--- config.mk ---
export PLATFORM = sky130hd
export DESIGN_NAME = exec_unit_flat
export DESIGN_NICKNAME = d
export VERILOG_FILES = /design/src/rtl/exec_unit_if.sv /design/src/rtl/exec_unit.sv /design/src/flat_wrapper.sv
export SDC_FILE = /design/constraint.sdc
export NUM_CORES = 1
export LEC_CHECK = 0
export CAP_MARGIN = 20
export CORE_MARGIN = 5
export CORE_UTILIZATION = 35
export DETAILED_ROUTE_END_ITERATION = 7
export GPL_ROUTABILITY_DRIVEN = 0
export PLACE_DENSITY_LB_ADDON = 0.12
export SKIP_LAST_GASP = 1
export SYNTH_ARGS = -nofsm -noshare
export SYNTH_HDL_FRONTEND = slang
export SYNTH_SLANG_ARGS = --single-unit
--- constraint.sdc ---
create_clock -name clk -period 8.9 [get_ports clk]
set_input_delay 1.78 -clock clk [delete_from_list [all_inputs] [get_ports clk]]
set_output_delay 1.78 -clock clk [all_outputs]
set_load 0.005 [all_outputs]
--- src/rtl/exec_unit_if.sv ---
// exec_unit_if: issue/forward bundle between the reservation station side and
// the execution stage.
//   inOperation      [41:38] opcode, [37:32] ROB tag, [31:16] A, [15:0] B
//   inOperationValid issue strobe, no backpressure
//   flush            synchronous squash of all in-flight work
//   forwardAlu/Mul   [22] valid, [21:16] ROB tag, [15:0] result
//   opCount          accepted-operation counter (wraps)
// master = issuing side, slave = exec_unit.
interface exec_unit_if;
  logic [41:0] inOperation;
  logic        inOperationValid;
  logic        flush;
  logic [22:0] forwardAlu;
  logic [22:0] forwardMul;
  logic [15:0] opCount;

  modport master (
    output inOperation, inOperationValid, flush,
    input  forwardAlu, forwardMul, opCount
  );

  modport slave (
    input  inOperation, inOperationValid, flush,
    output forwardAlu, forwardMul, opCount
  );
endinterface

--- src/rtl/exec_unit.sv ---
// exec_unit: execution stage behind the reservation station.
//   clk, rst_n   clock, async active-low reset
//   io (slave)   issue operation in, two forwarding buses + opCount out
// One op per cycle is accepted (valid & !flush). Opcodes 11..13 go to a
// 3-stage multiplier (S1 operands, S2 product, S3 selected half), all others
// to a 1-cycle ALU output register. Both buses can be valid together.
module exec_unit (
  input  logic         clk,
  input  logic         rst_n,
  exec_unit_if.slave   io
);
  localparam int MUL_STAGES = 3;

  localparam logic [3:0] OP_ADD   = 4'd0;
  localparam logic [3:0] OP_SUB   = 4'd1;
  localparam logic [3:0] OP_AND   = 4'd2;
  localparam logic [3:0] OP_OR    = 4'd3;
  localparam logic [3:0] OP_XOR   = 4'd4;
  localparam logic [3:0] OP_SLL   = 4'd5;
  localparam logic [3:0] OP_SRL   = 4'd6;
  localparam logic [3:0] OP_SRA   = 4'd7;
  localparam logic [3:0] OP_SLT   = 4'd8;
  localparam logic [3:0] OP_SLTU  = 4'd9;
  localparam logic [3:0] OP_MOVB  = 4'd10;
  localparam logic [3:0] OP_MUL   = 4'd11;
  localparam logic [3:0] OP_MULH  = 4'd12;
  localparam logic [3:0] OP_MULHU = 4'd13;

  typedef struct packed {
    logic [3:0]  op;
    logic [5:0]  tag;
    logic [15:0] a;
    logic [15:0] b;
  } issue_t;

  issue_t iss;
  logic   acc, is_mul, mul_acc, alu_acc;
  assign iss     = issue_t'(io.inOperation);
  assign acc     = io.inOperationValid & ~io.flush;
  assign is_mul  = (iss.op == OP_MUL) | (iss.op == OP_MULH) | (iss.op == OP_MULHU);
  assign mul_acc = acc & is_mul;
  assign alu_acc = acc & ~is_mul;

  // ---------------- ALU ----------------
  logic [15:0] alu_nxt;
  always_comb begin
    alu_nxt = '0;
    case (iss.op)
      OP_ADD:  alu_nxt = iss.a + iss.b;
      OP_SUB:  alu_nxt = iss.a - iss.b;
      OP_AND:  alu_nxt = iss.a & iss.b;
      OP_OR:   alu_nxt = iss.a | iss.b;
      OP_XOR:  alu_nxt = iss.a ^ iss.b;
      OP_SLL:  alu_nxt = iss.a << iss.b[3:0];
      OP_SRL:  alu_nxt = iss.a >> iss.b[3:0];
      OP_SRA:  alu_nxt = 16'($signed(iss.a) >>> iss.b[3:0]);
      OP_SLT:  alu_nxt = {15'b0, $signed(iss.a) < $signed(iss.b)};
      OP_SLTU: alu_nxt = {15'b0, iss.a < iss.b};
      OP_MOVB: alu_nxt = iss.b;
      default: alu_nxt = '0;  // reserved 14/15 (and MUL ops, never loaded here)
    endcase
  end

  logic        alu_vld;
  logic [5:0]  alu_tag;
  logic [15:0] alu_res;
  always_ff @(posedge clk or negedge rst_n) begin
    if (!rst_n) begin
      alu_vld <= 1'b0;
      alu_tag <= '0;
      alu_res <= '0;
    end else begin
      alu_vld <= alu_acc;
      if (alu_acc) begin
        alu_tag <= iss.tag;
        alu_res <= alu_nxt;
      end
    end
  end

  // ---------------- multiplier ----------------
  // vld_pipe[k] is the valid of stage Sk; flush empties every stage.
  logic [MUL_STAGES:1] vld_pipe;
  logic [3:0]  s1_op, s2_op;
  logic [5:0]  s1_tag, s2_tag, s3_tag;
  logic [15:0] s1_a, s1_b, s3_res;
  logic [31:0] s2_prod;

  // Sign-extend only for MULH; the low 32 bits of the product of the
  // extended operands is then the correct product for every opcode.
  logic        s1_sgn;
  logic [31:0] a_ext, b_ext;
  assign s1_sgn = (s1_op == OP_MULH);
  assign a_ext  = {{16{s1_sgn & s1_a[15]}}, s1_a};
  assign b_ext  = {{16{s1_sgn & s1_b[15]}}, s1_b};

  always_ff @(posedge clk or negedge rst_n) begin
    if (!rst_n) begin
      vld_pipe <= '0;
      s1_op    <= '0;
      s1_tag   <= '0;
      s1_a     <= '0;
      s1_b     <= '0;
      s2_op    <= '0;
      s2_tag   <= '0;
      s2_prod  <= '0;
      s3_tag   <= '0;
      s3_res   <= '0;
    end else begin
      vld_pipe <= io.flush ? '0 : {vld_pipe[MUL_STAGES-1:1], mul_acc};
      if (mul_acc) begin
        s1_op  <= iss.op;
        s1_tag <= iss.tag;
        s1_a   <= iss.a;
        s1_b   <= iss.b;
      end
      if (vld_pipe[1]) begin
        s2_op   <= s1_op;
        s2_tag  <= s1_tag;
        s2_prod <= a_ext * b_ext;
      end
      if (vld_pipe[2]) begin
        s3_tag <= s2_tag;
        s3_res <= (s2_op == OP_MUL) ? s2_prod[15:0] : s2_prod[31:16];
      end
    end
  end

  // ---------------- op counter ----------------
  logic [15:0] op_cnt;
  always_ff @(posedge clk or negedge rst_n) begin
    if (!rst_n) op_cnt <= '0;
    else if (acc) op_cnt <= op_cnt + 16'd1;
  end

  assign io.forwardAlu = {alu_vld, alu_tag, alu_res};
  assign io.forwardMul = {vld_pipe[MUL_STAGES], s3_tag, s3_res};
  assign io.opCount    = op_cnt;
endmodule

--- src/flat_wrapper.sv ---
// flat-port wrapper written by rule: the top's interface ports become plain ports
module exec_unit_flat 
  (clk, rst_n, io_inOperation, io_inOperationValid, io_flush, io_forwardAlu, io_forwardMul, io_opCount);
  exec_unit_if io_i ();
  input  logic clk;
  input  logic rst_n;
  input wire logic [$bits(io_i.inOperation)-1:0] io_inOperation;
  input wire logic [$bits(io_i.inOperationValid)-1:0] io_inOperationValid;
  input wire logic [$bits(io_i.flush)-1:0] io_flush;
  output wire logic [$bits(io_i.forwardAlu)-1:0] io_forwardAlu;
  output wire logic [$bits(io_i.forwardMul)-1:0] io_forwardMul;
  output wire logic [$bits(io_i.opCount)-1:0] io_opCount;
  assign io_i.inOperation = io_inOperation;
  assign io_i.inOperationValid = io_inOperationValid;
  assign io_i.flush = io_flush;
  assign io_forwardAlu = io_i.forwardAlu;
  assign io_forwardMul = io_i.forwardMul;
  assign io_opCount = io_i.opCount;
  exec_unit u_core (.clk(clk), .rst_n(rst_n), .io(io_i));
endmodule
* Word level (Yosys, flattened, before mapping)
Index checks and enable logic that the tools add are counted.
** Word-level totals
- Flip-flop bits (word level) :: 148
- Input port bits :: 46
- Output and inout bits :: 62
- Logic and storage cells :: 54
** Cells by class
- $add $sub $neg :: 3
- $mul :: 1
- Magnitude comparators :: 2
- Equality and inequality tests :: 15
- Shift-type cells :: 3
- Mux-type cells :: 3
- Bitwise gates (word level) :: 12
- Reduce and logical (&&, ||, !) cells :: 1
** Operators by type and width (count)
- $pmux W16 S11 :: 1
- $eq A4 B4 Y1 const B :: 8
- $lt A16 B16 Y1 :: 2
- $mul A17 B17 Y32 :: 1
- $add A16 B1 Y16 const B :: 1
- $add A16 B16 Y16 :: 1
- $and A16 B16 Y16 :: 1
- $eq A4 B3 Y1 const B :: 4
- $mux W16 :: 1
- $or A16 B16 Y16 :: 1
- $shl A16 B4 Y16 :: 1
- $shr A16 B4 Y16 :: 1
- $sshr A16 B4 Y16 :: 1
- $sub A16 B16 Y16 :: 1
- $xor A16 B16 Y16 :: 1
- $eq A4 B2 Y1 const B :: 2
- $and A1 B1 Y1 :: 5
- $eq A4 B1 Y1 const B :: 1
- $logic_not A4 Y1 :: 1
- $mux W3 :: 1
- $not A1 Y1 :: 2
- $or A1 B1 Y1 :: 2

* Longest topological paths before layout
Gate-level depths: netlist of the first run.
- Depth in word-level cells :: 5
- Gate-level depth with buffers :: 26
- Depth with buffers taken out :: 24

* Worst setup path before layout of the first run
OpenSTA, ideal clock, no wires.
- Path kind :: register to register
- From :: reg u_core.s1_op[2]
- To :: reg u_core.s2_prod[31]
- Arrival time :: 6.188 ns
- Data required time :: 8.763 ns
- Setup slack :: 2.574 ns
- Cell stages (with the launch flop) :: 25
- Clock period less this slack :: 6.326 ns
- Cells stage by stage :: dfrtp_1 > nand2_1 > nor3_1 > clkbuf_1 > and2_1 > clkbuf_1 > nand2_1 > inv_1 > fa_1 > inv_1 > fa_1 > inv_1 > fa_1 > fa_1 > fa_1 > fa_1 > ha_1 > nand4_1 > nor2_2 > nand2_1 > o211ai_1 > a31oi_1 > o41ai_2 > xnor2_1 > a21oi_1
** On the way
- Cells in the longest elaborated chain, start to end :: 3
- Elaborated cells between the ends (all ways) :: 4
** RTL lines
- start: declaration :: line exec_unit.sv:84 : logic [3:0] s1_op, s2_op;
- start signal: assignment :: line exec_unit.sv:112 : s1_op <= iss.op;
- $eq A4 B4 Y1 * :: line exec_unit.sv:93 : assign s1_sgn = (s1_op == OP_MULH);
- $and A1 B1 Y1 (on tied branches) :: line exec_unit.sv:94, exec_unit.sv:95
- $mul A17 B17 Y32 * :: line exec_unit.sv:120 : s2_prod <= a_ext * b_ext;
- end signal: assignment :: line exec_unit.sv:120
- end: declaration :: line exec_unit.sv:87 : logic [31:0] s2_prod;
Every way passes the cells marked *; elsewhere a longest branch is shown, timed or not.
A chain may end at the register's enable or synchronous reset.

* Worst setup path after layout of the first run
- From :: reg u_core.s1_a[15]
- To :: reg u_core.s2_prod[31]
** On the way
- Cells in the longest elaborated chain, start to end :: 2
** RTL lines
- start: declaration :: line exec_unit.sv:86 : logic [15:0] s1_a, s1_b, s3_res;
- start signal: assignment :: line exec_unit.sv:114 : s1_a <= iss.a;
- $and A1 B1 Y1 :: line exec_unit.sv:94 : assign a_ext = {{16{s1_sgn & s1_a[15]}}, s1_a};
- $mul A17 B17 Y32 * :: line exec_unit.sv:120
Marked as above.

==> results of run 1 <==
==> layout make-up <==
| class | count | area [sq um] |
|---|---|---|
| repair buffers | 132 | 1252 |
| multi-input cells | 1545 | 14370 |
| inverters | 348 | 1306 |
| clock buffers | 20 | 456.7 |
| well taps | 756 | 945.9 |
| flip-flops and latches | 148 | 3705 |
| clock inverters | 12 | 120.1 |
| fillers | 5697 | 34120 |
==> worst max-delay path by stage <==
| stage | slack, ns | endpoint | cells after the start |
|---|---|---|---|
| after global routing | 1.43 | u_core.s2_prod[31] | 20 |
| after floorplan | 2.57 | u_core.s2_prod[31] | 24 |
| after detailed placement | 2.00 | u_core.s2_prod[31] | 20 |
| after CTS | 1.95 | u_core.s2_prod[31] | 20 |
| final | 1.93 | u_core.s2_prod[31] | 20 |
| after global placement | 2.10 | u_core.s2_prod[31] | 20 |
==> worst max-delay path, delay by kind of cell, from the launching register on <==
family	cells	cell delay [ns]
xor gates and xnor gates	1	0.16
adders and majority gates	7	3.71
and+or+nand+nor	5	0.99
buffers and inverters	3	0.40
DFF	1	0.64
AOI/OAI and AO/OA	4	0.92
==> cell usage after synthesis (all sizes together) (10+ instances only) <==
| master | n | share of area |
|---|---|---|
| o21ai | 88 | 0.022 |
| clkbuf | 81 | 0.015 |
| buf | 28 | 0.0080 |
| xor2 | 15 | 0.0066 |
| inv | 346 | 0.066 |
| nor3 | 37 | 0.0093 |
| a221oi | 10 | 0.0047 |
| fa | 284 | 0.29 |
| and2 | 145 | 0.046 |
| a22oi | 10 | 0.0038 |
| mux4 | 15 | 0.018 |
| nand2 | 233 | 0.044 |
| nand3 | 20 | 0.0050 |
| nor2b | 10 | 0.0032 |
| mux2i | 24 | 0.012 |
| o211ai | 15 | 0.0057 |
| nor2 | 123 | 0.023 |
| and3 | 13 | 0.0041 |
| xnor2 | 45 | 0.020 |
| a21oi | 87 | 0.022 |
| a211oi | 27 | 0.011 |
| a21o | 16 | 0.0061 |
| dfrtp | 148 | 0.19 |
| mux2 | 50 | 0.028 |
| ha | 132 | 0.083 |
| nand2b | 13 | 0.0045 |
==> per-stage QoR <==
step	hold WS (ns)	cell area (sq um)	utilization
CTS	0.4738	22160	0.3937
detailed placement	0.4570	21580	0.3834
floorplan	0.4401	19830	-
global placement	0.4523	21570	0.3834
finish	0.4699	22160	0.3937
global route	0.4823	22160	0.3937
==> cells in the final DEF (no fill, tap or decap), types with 15 or more instances in the layout <==
cell type        synthesis  routed
xor2_1                  15      15
nand3_1                 20      19
ha_1                   132     132
inv_1                  346     346
dfrtp_1                148     147
a21o_1                  16      16
nor2_1                 122     122
fa_1                   284     284
a21oi_1                 86      86
buf_4                    2      24
clkbuf_16                0      17
and2_1                 145     145
clkdlybuf4s50_1          0     105
a211oi_1                26      26
o211ai_1                15      15
mux2_2                  49      49
nor3_1                  37      35
mux2i_1                 24      24
xnor2_1                 45      45
o21ai_0                 82      82
nand2_1                233     233
==> layer usage <==
metal	vias up	wire length, um
met1	7887	25720
met2	380	28440
met4	0	1042
li1	7019	-
met3	63	2638
met5	-	0
==> registers in the layout, indices dropped and copies added, names as in the netlist <==
name / count
u_core.s1_a: 16
u_core.s3_tag: 6
u_core.alu_vld: 1
u_core.s3_res: 16
u_core.s1_tag: 6
u_core.s2_op: 4
u_core.s2_prod: 32
u_core.io.opCount: 16
u_core.alu_tag: 6
u_core.s2_tag: 6
u_core.s1_b: 16
u_core.vld_pipe: 3
u_core.alu_res: 16
u_core.s1_op: 4
==> cell families after synthesis <==
group / after synthesis / synth area share
AOI/OAI and AO/OA: 349 / 0.1171
xor gates and xnor gates: 60 / 0.02650
adders and majority gates: 416 / 0.3700
buffers and inverters: 457 / 0.08923
DFF: 148 / 0.1868
muxes: 89 / 0.05831
and+or+nand+nor: 631 / 0.1520
==> power by group through the flow <==
| stage | Combinational, mW | Clock [mW] | Sequential [mW] |
|---|---|---|---|
| 2_1_floorplan | 4.22 | 0 | 0.975 |
| 4_1_cts | 5.79 | 0.738 | 1.13 |
| 3_5_place_dp | 5.77 | 0 | 1.14 |
| 5_1_grt | 6.53 | 0.765 | 1.17 |
| 6_report | 5.66 | 0.711 | 1.14 |
| 3_3_place_gp | 5.73 | 0 | 1.14 |
==> reports/metrics.csv, run 1 <==
stage;metric;value;unit
run_status;status;finished clean;
global_routing;GR peak layer;met2;
clock_network;CTS tree;built;
timing;slack of the critical path;1.928;ns
clock_network;CTS resizes;0;
layout;Syn-to-layout area delta;11.74;%
global_routing;met1 usage;0.2630;
synthesis;prevailing post-synth register cell;dfrtp_1;
setup_path;reg2reg start;u_core.s1_a[15];
layout;share of cells above drive strength 1;0.06349;
placement;Post-Place Worst Slack;2.000;ns
setup_path;slowest cell on the critical path;fa_1;
setup_path;crit path cell chain;and2_1, nand2_1, inv_1, fa_1, inv_1, fa_1, inv_1, fa_1, fa_1, fa_1, fa_1, ha_1, nand4_1, nor2_2, nand2_1, o211ai_1, a31oi_1, o41ai_2, xnor2_1, a21oi_1;
global_routing;number of global-route vias before repair;16350;
drt;initial DRC count;1083;
synthesis;Yosys Warn Count;0;
placement;Cells after DPL;2929;
timing;RSZ-0062 raised after global routing;false;
timing;fin crit share;0.7834;
setup_path;reg2reg end;u_core.s2_prod[31];
synthesis;Syn Nets;2612;
timing;Slew Viols, Final;0;
synthesis;Synth Instances;2150;
drt;1st-pass router iterations;5;
timing;final hold vios;0;
timing;final worst clock skew;0.01866;ns
layout;fin cells;2961;
synthesis;syn avg cell area;9.222;sq um
power_and_ir_drop;internal power;3.684;mW
timing;max_slew headroom;0.2916;
power_and_ir_drop;Worst IR Drop VDD;0.3959;mV
timing;Final min period;6.972;ns
timing;# setup viols final;0;
clock_network;CTS buffer count;17;
die;die area;61510;sq um
die;# IOs;108;
placement;# port buffers;107;
power_and_ir_drop;sw power;3.821;mW
setup_path;CP Launch Type;flip-flop;
power_and_ir_drop;P_leak;10.21;nW
clock_network;Skew-Pair Late Insertion Delay;0.45;ns
power_and_ir_drop;register share of total power;0.151;
setup_path;Arrival @ worst endpoint;7.28;ns
setup_path;critical path class;reg -> reg;
synthesis;Cell Area, Synth;19830;sq um
clock_network;Root Driver;clkbuf_16;
die;Die W;248.0;um
synthesis;Post-synth EDFFs;0;
setup_path;r2r worst-path depth;20;
clock_network;Sinks on Clock Net;148;
worst_hold_path;hold depth;2;
global_routing;initial antenna violation count;0;
power_and_ir_drop;pwr dens;338.7;nW/um^2
layout;nets;2654;
clock_network;CTS Buffer Depth;2;
synthesis;sequential fraction of the synthesis area;0.1868;
die;die span in y;248.0;um
die;Starting Density;0.3523;
timing;setup TNS;0;ns
drt;final wirelength;57840;um
setup_path;R2R setup slack;1.93;ns
global_routing;GRT overflow;0;
setup_path;Worst setup EP type;flip-flop;
clock_network;Clock Pin Slew Worst Setup and Hold Paths;0.07;ns
worst_hold_path;hold_sp;u_core.s1_tag[5];
power_and_ir_drop;total power;7.504;mW
global_routing;first-pass GRT wire length;93240;um
setup_path;CP peak stage delay;0.82;ns
synthesis;#FFs+latches synth;148;
setup_path;CP required;9.21;ns
flow_run;total of max-cap violations;0;
timing;measured slew at the worst slew-check pin;1.055;ns
power_and_ir_drop;Comb power frac;0.754;
worst_hold_path;Min-Delay Path Class;reg -> reg;
die;CORE AREA;56280;sq um
drt;routed vias/inst;5.184;
drt;ANT nets after route;0;
clock_network;CTS H-tree lvls;4;
die;FP Rows;87;
setup_path;Crit Path Max Fanout;26;
synthesis;number of unique standard cell types used by synthesis;79;
layout;antenna cells;0;
clock_network;Post-CTS Hold Buffers;0;
global_routing;largest net degree at the start of global routing;77;
drt;DR WL/cell;19.53;um
power_and_ir_drop;switching fraction of total power;0.5091;
drt;Vias;15350;
placement;placed wire-length estimate after detailed placement;45670;um
synthesis;share of flip-flops with an asynchronous set or reset;1.000;
setup_path;Worst Setup SP;u_core.s1_a[15];
clock_network;post-CTS setup buffer count;0;
power_and_ir_drop;power share of the clock group;0.095;
worst_hold_path;Worst Hold Path EP;u_core.s1_tag[5];
global_routing;M2 GR Usage;0.3310;
global_routing;aggregate global-route resource usage;0.1947;
setup_path;CP dominant cell by count;fa_1;
timing;fmax;0.1434;GHz
global_routing;GR Util met3;0.03144;
drt;DR DRC count;0;
Note: power is estimated with default switching activity, not from simulation.
==> run 2, diff against run 1 <==
clock period = 5.65 ns   (was 8.9 ns; I/O delays follow)
==> run 2 against run 1 <==
  * The run now ends with negative setup slack left
  * Routed wire length is 1.8% higher
  * Clock-buffer cell count is 3 lower
  * Sequential cell count is the same
  * Final cell count grew 6.6%
  * Clock power rose by 50%
  * Combinational power rose by 130%
  * Critical path depth increased by 2
  * Clock skew down 0.0099 ns
  * Setup slack worse by 2.5 ns
  * Sequential share of layout area down 1.3 points
  * First-iteration DRC count down 2.2%
  * Total power is 110% higher
==> reports/metrics.csv, run 2 (synthesized netlist as in run 1, its figures left out) <==
stage;metric;value;unit;change
timing;final hold vios;0;;unchanged
setup_path;r2r worst-path depth;22;;+10%
setup_path;Arrival @ worst endpoint;6.57;ns;-0.71 ns
layout;fin cells;3157;;+6.6%
timing;slack of the critical path;-0.6021;ns;-2.530 ns
drt;final wirelength;58910;um;+1.8%
run_status;status;finished, violations left;;
global_routing;number of global-route vias before repair;17390;;+6.4%
timing;fmax;0.1599;GHz;+12%
clock_network;CTS H-tree lvls;4;;unchanged
die;Starting Density;0.3523;;unchanged
setup_path;reg2reg start;u_core.s1_op[2];;
worst_hold_path;hold_sp;u_core.s1_tag[2];;
drt;Vias;16060;;+4.6%
die;FP Rows;87;;unchanged
setup_path;CP required;5.97;ns;-3.24 ns
worst_hold_path;Min-Delay Path Class;reg -> reg;;
global_routing;largest net degree at the start of global routing;135;;+75%
timing;Final min period;6.252;ns;-0.7204 ns
flow_run;total of max-cap violations;0;;unchanged
clock_network;Clock Pin Slew Worst Setup and Hold Paths;0.07;ns;about the same
clock_network;CTS tree;built;;
layout;FF/Latch Area;3720;sq um;+0.41%
drt;ANT nets after route;0;;unchanged
timing;max_slew headroom;0.3204;;+0.02875
setup_path;critical path class;reg -> reg;;
global_routing;initial antenna violation count;0;;unchanged
timing;measured slew at the worst slew-check pin;1.013;ns;-0.04283 ns
timing;hold_ws;0.4686;ns;-0.001352 ns
drt;routed vias/inst;5.088;;-1.9%
setup_path;Worst setup EP type;flip-flop;;
placement;# port buffers;107;;unchanged
setup_path;R2R setup slack;-0.60;ns;-2.53 ns
setup_path;CP Launch Type;flip-flop;;
layout;fill count;5626;;-1.2%
timing;RSZ-0062 raised after global routing;true;;
clock_network;CTS buffer count;17;;unchanged
layout;Final Instance Area;24180;sq um;+9.1%
layout;commonest non-fill, non-tap cell in the layout;inv_1;;
worst_hold_path;Worst Hold Path EP;u_core.s1_tag[2];;
worst_hold_path;hold depth;2;;unchanged
clock_network;Skew-Pair Late Insertion Delay;0.47;ns;+0.02 ns
die;Die W;248.0;um;unchanged
timing;Slew Viols, Final;0;;unchanged
die;CORE AREA;56280;sq um;unchanged
layout;share of cells above drive strength 1;0.1766;;+0.1131
drt;DR DRC count;0;;unchanged
die;die span in y;248.0;um;unchanged
clock_network;Sinks on Clock Net;148;;unchanged
power_and_ir_drop;total power;15.49;mW;+110%
global_routing;GRT overflow;0;;unchanged
setup_path;reg2reg end;u_core.s2_prod[31];;
setup_path;Crit Path Max Fanout;5;;-81%
layout;nets;2850;;+7.4%
placement;Post-DP Area;23110;sq um;+7.1%
placement;placed wire-length estimate after detailed placement;47630;um;+4.3%
layout;most frequent cells in the layout;inv_1, fa_1, nand2_1;;
clock_network;CTS Buffer Depth;2;;unchanged
timing;# setup viols final;15;;+15
global_routing;first-pass GRT wire length;96360;um;+3.3%
die;die area;61510;sq um;unchanged
layout;antenna cells;0;;unchanged
layout;Largest Register;u_core.s2_prod;;
drt;initial DRC count;1059;;-2.2%
clock_network;Root Driver;clkbuf_16;;
power_and_ir_drop;P_leak;11.22;nW;+9.9%
layout;Syn-to-layout area delta;21.97;%;
power_and_ir_drop;Worst IR Drop VDD;0.8648;mV;+120%
run_status;failing checks;negative setup slack;;
drt;1st-pass router iterations;6;;+1
drt;DR WL/cell;18.66;um;-4.5%
power_and_ir_drop;pwr dens;640.5;nW/um^2;+89%
layout;Largest register FFs;32;;unchanged
global_routing;aggregate global-route resource usage;0.2009;;+0.006126
die;# IOs;108;;unchanged
layout;area occupied by multi-input gates;14810;sq um;+3.0%
timing;final worst clock skew;0.008802;ns;-0.009856 ns
placement;Cells after DPL;3106;;+6.0%
timing;fin crit share;1.107;;+0.3231
[run 2: cell types whose count changed in the layout (fill, tap and decap cells not counted), sizes merged]
cell,before,now
buf,27,223
clkbuf,20,17
clkinv,6,8
clkinvlp,3,5
bufinv,1,0
[run 2: report_power, final]
part	leakage [nW]	internal, mW	switching, mW
logic	9.12	6.33	6.43
clock network	0.257	0.569	0.506
registers	1.85	1.36	0.287
[run 2: cell type report]
cell class,count,area share
multi-input cells,1545,0.6122
flip-flops and latches,148,0.1538
repair buffers,328,0.1178
inverters,348,0.05422
well taps,756,0.03911
clock buffers,17,0.01759
clock inverters,15,0.005277
[run 2: worst max-delay path, cell delays in order, from the launching register on]
cell and delay, ns:
dfrtp_1 0.38, nand2_2 0.09, nor3_4 0.05, buf_12 0.12, buf_4 0.13, and3_1 0.20
fa_2 0.65, inv_4 0.07, fa_2 0.56, inv_2 0.05, fa_1 0.46, fa_1 0.56
fa_1 0.43, fa_1 0.49, ha_4 0.31, nand4_1 0.14, nor2_2 0.19, nand2_1 0.09
o211ai_1 0.35, a31oi_1 0.16, o41ai_2 0.35, xnor2_1 0.16, a21oi_1 0.09
[run 2: worst max-delay path by stage]
stage / start / cells after the start / end
after CTS: u_core.s1_op[3] / 22 / u_core.s2_prod[31]
after floorplan: u_core.s1_op[2] / 24 / u_core.s2_prod[31]
after global routing: u_core.s1_op[1] / 23 / u_core.s2_prod[31]
after detailed placement: u_core.s1_op[1] / 22 / u_core.s2_prod[31]
final: u_core.s1_op[2] / 22 / u_core.s2_prod[31]
after global placement: u_core.s1_op[1] / 22 / u_core.s2_prod[31]
[run 2: per-stage QoR]
step,setup WS [ns],utilization,setup TNS (ns)
4_1_cts,-0.5956,0.4267,-5.090
3_5_place_dp,-0.7627,0.4107,-8.559
2_1_floorplan,-0.3465,-,-1.646
3_3_place_gp,-0.6779,0.4102,-7.828
5_1_grt,-0.8685,0.4297,-9.639
6_report,-0.6021,0.4297,-5.065
[run 2: repair_timing]
action,in CTS,in global routing
buffers inserted,17,5
pin swaps,31,25
hold buffers,0,0
endpoints found under the setup margin,19,20
endpoints found under the hold margin,0,0
gates resized for setup,60,34
[run 2: layer usage]
metal	GRT usage	wire length, um	share of wire	vias up
met2	0.3416	28800	0.49	489
li1	-	-	-	7419
met4	0.05287	1174	0.020	0
met5	0	0	0	-
met1	0.2700	25980	0.44	8070
met3	0.02994	2947	0.050	84
==> run 3, diff against run 2 <==
SLEW_MARGIN = 40   (was default)
==> run 3 against run 2 <==
  * Clock-buffer cell count up 2
  * Largest cell class unchanged
  * Routed wire length up 0.57%
  * The flow still finishes with violations (negative setup slack)
  * Critical endpoint unchanged
  * Total power up 2.0%
==> reports/metrics.csv, run 3 (synthesized netlist as in run 1, its figures left out) <==
stage;metric;value;unit;change
run_status;status;finished, violations left;;
run_status;failing checks;negative setup slack;;
setup_path;family with the most delay on the worst path;adder cells;;
setup_path;reg2reg start;u_core.s1_op[1];;
clock_network;Post-CTS Hold Buffers;0;;unchanged
drt;routed vias/inst;5.072;;-0.32%
worst_hold_path;Min-Delay Path Class;reg -> reg;;
drt;DR WL/cell;18.68;um;+0.12%
setup_path;slowest cell on the critical path;fa_1;;
power_and_ir_drop;pwr dens;646.6;nW/um^2;+0.96%
die;Die W;248.0;um;unchanged
layout;most frequent cells in the layout;inv_1, fa_1, nand2_1;;
drt;ANT nets after route;0;;unchanged
setup_path;CP dominant cell by count;fa_1;;
setup_path;critical path class;reg -> reg;;
placement;Cells after DPL;3105;;-0.032%
timing;final hold vios;0;;unchanged
setup_path;crit path cell chain;nor3_4, buf_12, and2_4, buf_6, nand2_4, fa_1, inv_2, fa_1, fa_2, fa_1, inv_1, fa_1, inv_1, fa_2, ha_4, nand4_1, nor2_2, nand2_2, o211ai_1, buf_4, a31oi_4, o41ai_4, xnor2_1, a21oi_1;;
timing;setup TNS;-4.040;ns;+1.025 ns
clock_network;CTS Buffer Depth;2;;unchanged
timing;slack of the critical path;-0.5363;ns;+0.06581 ns
drt;initial DRC count;1089;;+2.8%
layout;Final Instance Area;24420;sq um;+0.99%
timing;final worst clock skew;0.02664;ns;+0.01784 ns
drt;DR DRC count;0;;unchanged
die;die span in y;248.0;um;unchanged
global_routing;GRT overflow;0;;unchanged
layout;fill count;5622;;-0.071%
layout;FF/Latch Area;3722;sq um;about the same
global_routing;initial antenna violation count;0;;unchanged
power_and_ir_drop;Worst IR Drop VDD;1.060;mV;+23%
layout;commonest non-fill, non-tap cell in the layout;inv_1;;
power_and_ir_drop;P_leak;11.39;nW;+1.5%
drt;1st-pass router iterations;5;;-1
layout;share of cells above drive strength 1;0.1893;;+0.01272
setup_path;CP required;5.98;ns;about the same
placement;placed wire-length estimate after detailed placement;47660;um;about the same
global_routing;first-pass GRT wire length;96290;um;about the same
layout;Largest register FFs;32;;unchanged
die;die area;61510;sq um;unchanged
layout;Syn-to-layout area delta;23.17;%;
timing;Slew Viols, Final;0;;unchanged
setup_path;Worst setup EP type;flip-flop;;
clock_network;Root Driver;clkbuf_16;;
timing;hold_ws;0.4684;ns;-0.0001930 ns
clock_network;Sinks on Clock Net;148;;unchanged
timing;# setup viols final;15;;unchanged
setup_path;Crit Path Max Fanout;4;;-1
setup_path;Critical path buffers and inverters;6;;+2
flow_run;total of max-cap violations;0;;unchanged
die;Starting Density;0.3523;;unchanged
drt;Vias;16080;;+0.12%
die;CORE AREA;56280;sq um;unchanged
layout;fin cells;3171;;+0.44%
clock_network;CTS buffer count;17;;unchanged
setup_path;CP peak stage delay;0.59;ns;-0.06 ns
clock_network;CTS H-tree lvls;4;;unchanged
timing;RSZ-0062 raised after global routing;true;;
timing;measured slew at the worst slew-check pin;0.7533;ns;-0.2594 ns
placement;Post-Place Worst Slack;-0.7617;ns;+0.001015 ns
timing;fin crit share;1.095;;-0.01165
die;# IOs;108;;unchanged
clock_network;Clock Pin Slew Worst Setup and Hold Paths;0.06;ns;about the same
clock_network;CTS tree;built;;
global_routing;aggregate global-route resource usage;0.2008;;about the same
die;FP Rows;87;;unchanged
global_routing;number of global-route vias before repair;17200;;-1.1%
setup_path;Worst Setup SP;u_core.s1_op[1];;
layout;nets;2863;;+0.46%
timing;Final min period;6.186;ns;-0.06581 ns
setup_path;CP Launch Type;flip-flop;;
timing;max_slew headroom;0.4939;;+0.1736
layout;Largest Register;u_core.s2_prod;;
layout;area occupied by multi-input gates;14860;sq um;+0.36%
drt;final wirelength;59240;um;+0.57%
placement;Post-DP Area;23090;sq um;about the same
setup_path;Arrival @ worst endpoint;6.51;ns;-0.06 ns
global_routing;largest net degree at the start of global routing;135;;unchanged
clock_network;Skew-Pair Late Insertion Delay;0.48;ns;about the same
placement;# port buffers;107;;unchanged
worst_hold_path;hold_sp;u_core.s1_tag[5];;
timing;fmax;0.1616;GHz;+1.1%
-- run 3: changes by cell type in the layout (fill, tap and decap cells not counted), moves of 4 or more --
cell,previous run,this run
and2_1,140,136
fa_1,279,275
inv_1,335,327
and2_4,5,9
fa_2,5,9
buf_4,203,209
buf_6,12,16
inv_2,9,18
-- run 3: final timing paths --
kind | to | cells after the start | slack, ns
hold / removal | u_core.s1_tag[5] | 2 | 0.47
min in group asynchronous | u_core.s2_prod[7] | 1 | 0.48
hold reg to reg | u_core.s1_tag[5] | 2 | 0.47
max in group asynchronous | u_core.s1_b[4] | 3 | 4.09
setup / recovery | u_core.s2_prod[31] | 24 | -0.54
setup reg to reg | u_core.s2_prod[31] | 24 | -0.54
-- run 3: per-layer routing --
metal,GRT usage,wire length [um],vias to the layer above
met5,0,0,-
met4,0.05124,1237,0
met3,0.03026,2594,75
met2,0.3381,28850,389
met1,0.2731,26550,8170
li1,-,-,7448
-- run 3: layout make-up --
cell class / instances / share of cell area
antenna: 1 / 0.0001025
clock buffer: 19 / 0.01814
clock inverter: 13 / 0.006045
inverter: 348 / 0.05359
multi-input combinational: 1545 / 0.6084
sequential: 148 / 0.1524
tap: 756 / 0.03873
timing repair buffer: 341 / 0.1225
-- run 3: worst min-delay path: cells and delay by family (launching register included) --
| kind | cells | cell delay (ns) |
|---|---|---|
| flops | 1 | 0.34 |
| simple gates | 2 | 0.10 |
-- run 3: repair_timing --
item | in CTS | in global routing
endpoints found under the setup margin | 19 | 20
resized for setup | 66 | 57
setup buffers | 20 | 17
pin swaps | 65 | 64
-- run 3: stage by stage --
stage                       util  power (mW)
after floorplan                -       8.733
after global placement    0.4102       13.15
after detailed placement  0.4104       13.16
after CTS                 0.4273       15.22
after global routing      0.4339       17.54
final                     0.4340       15.79
-- run 3: where the power goes --
part           switching (mW)  total [mW]  internal (mW)
clock network           0.486        1.15          0.667
registers               0.290        1.65           1.36
logic                    6.53        13.0           6.46
total                    7.31        15.8           8.49
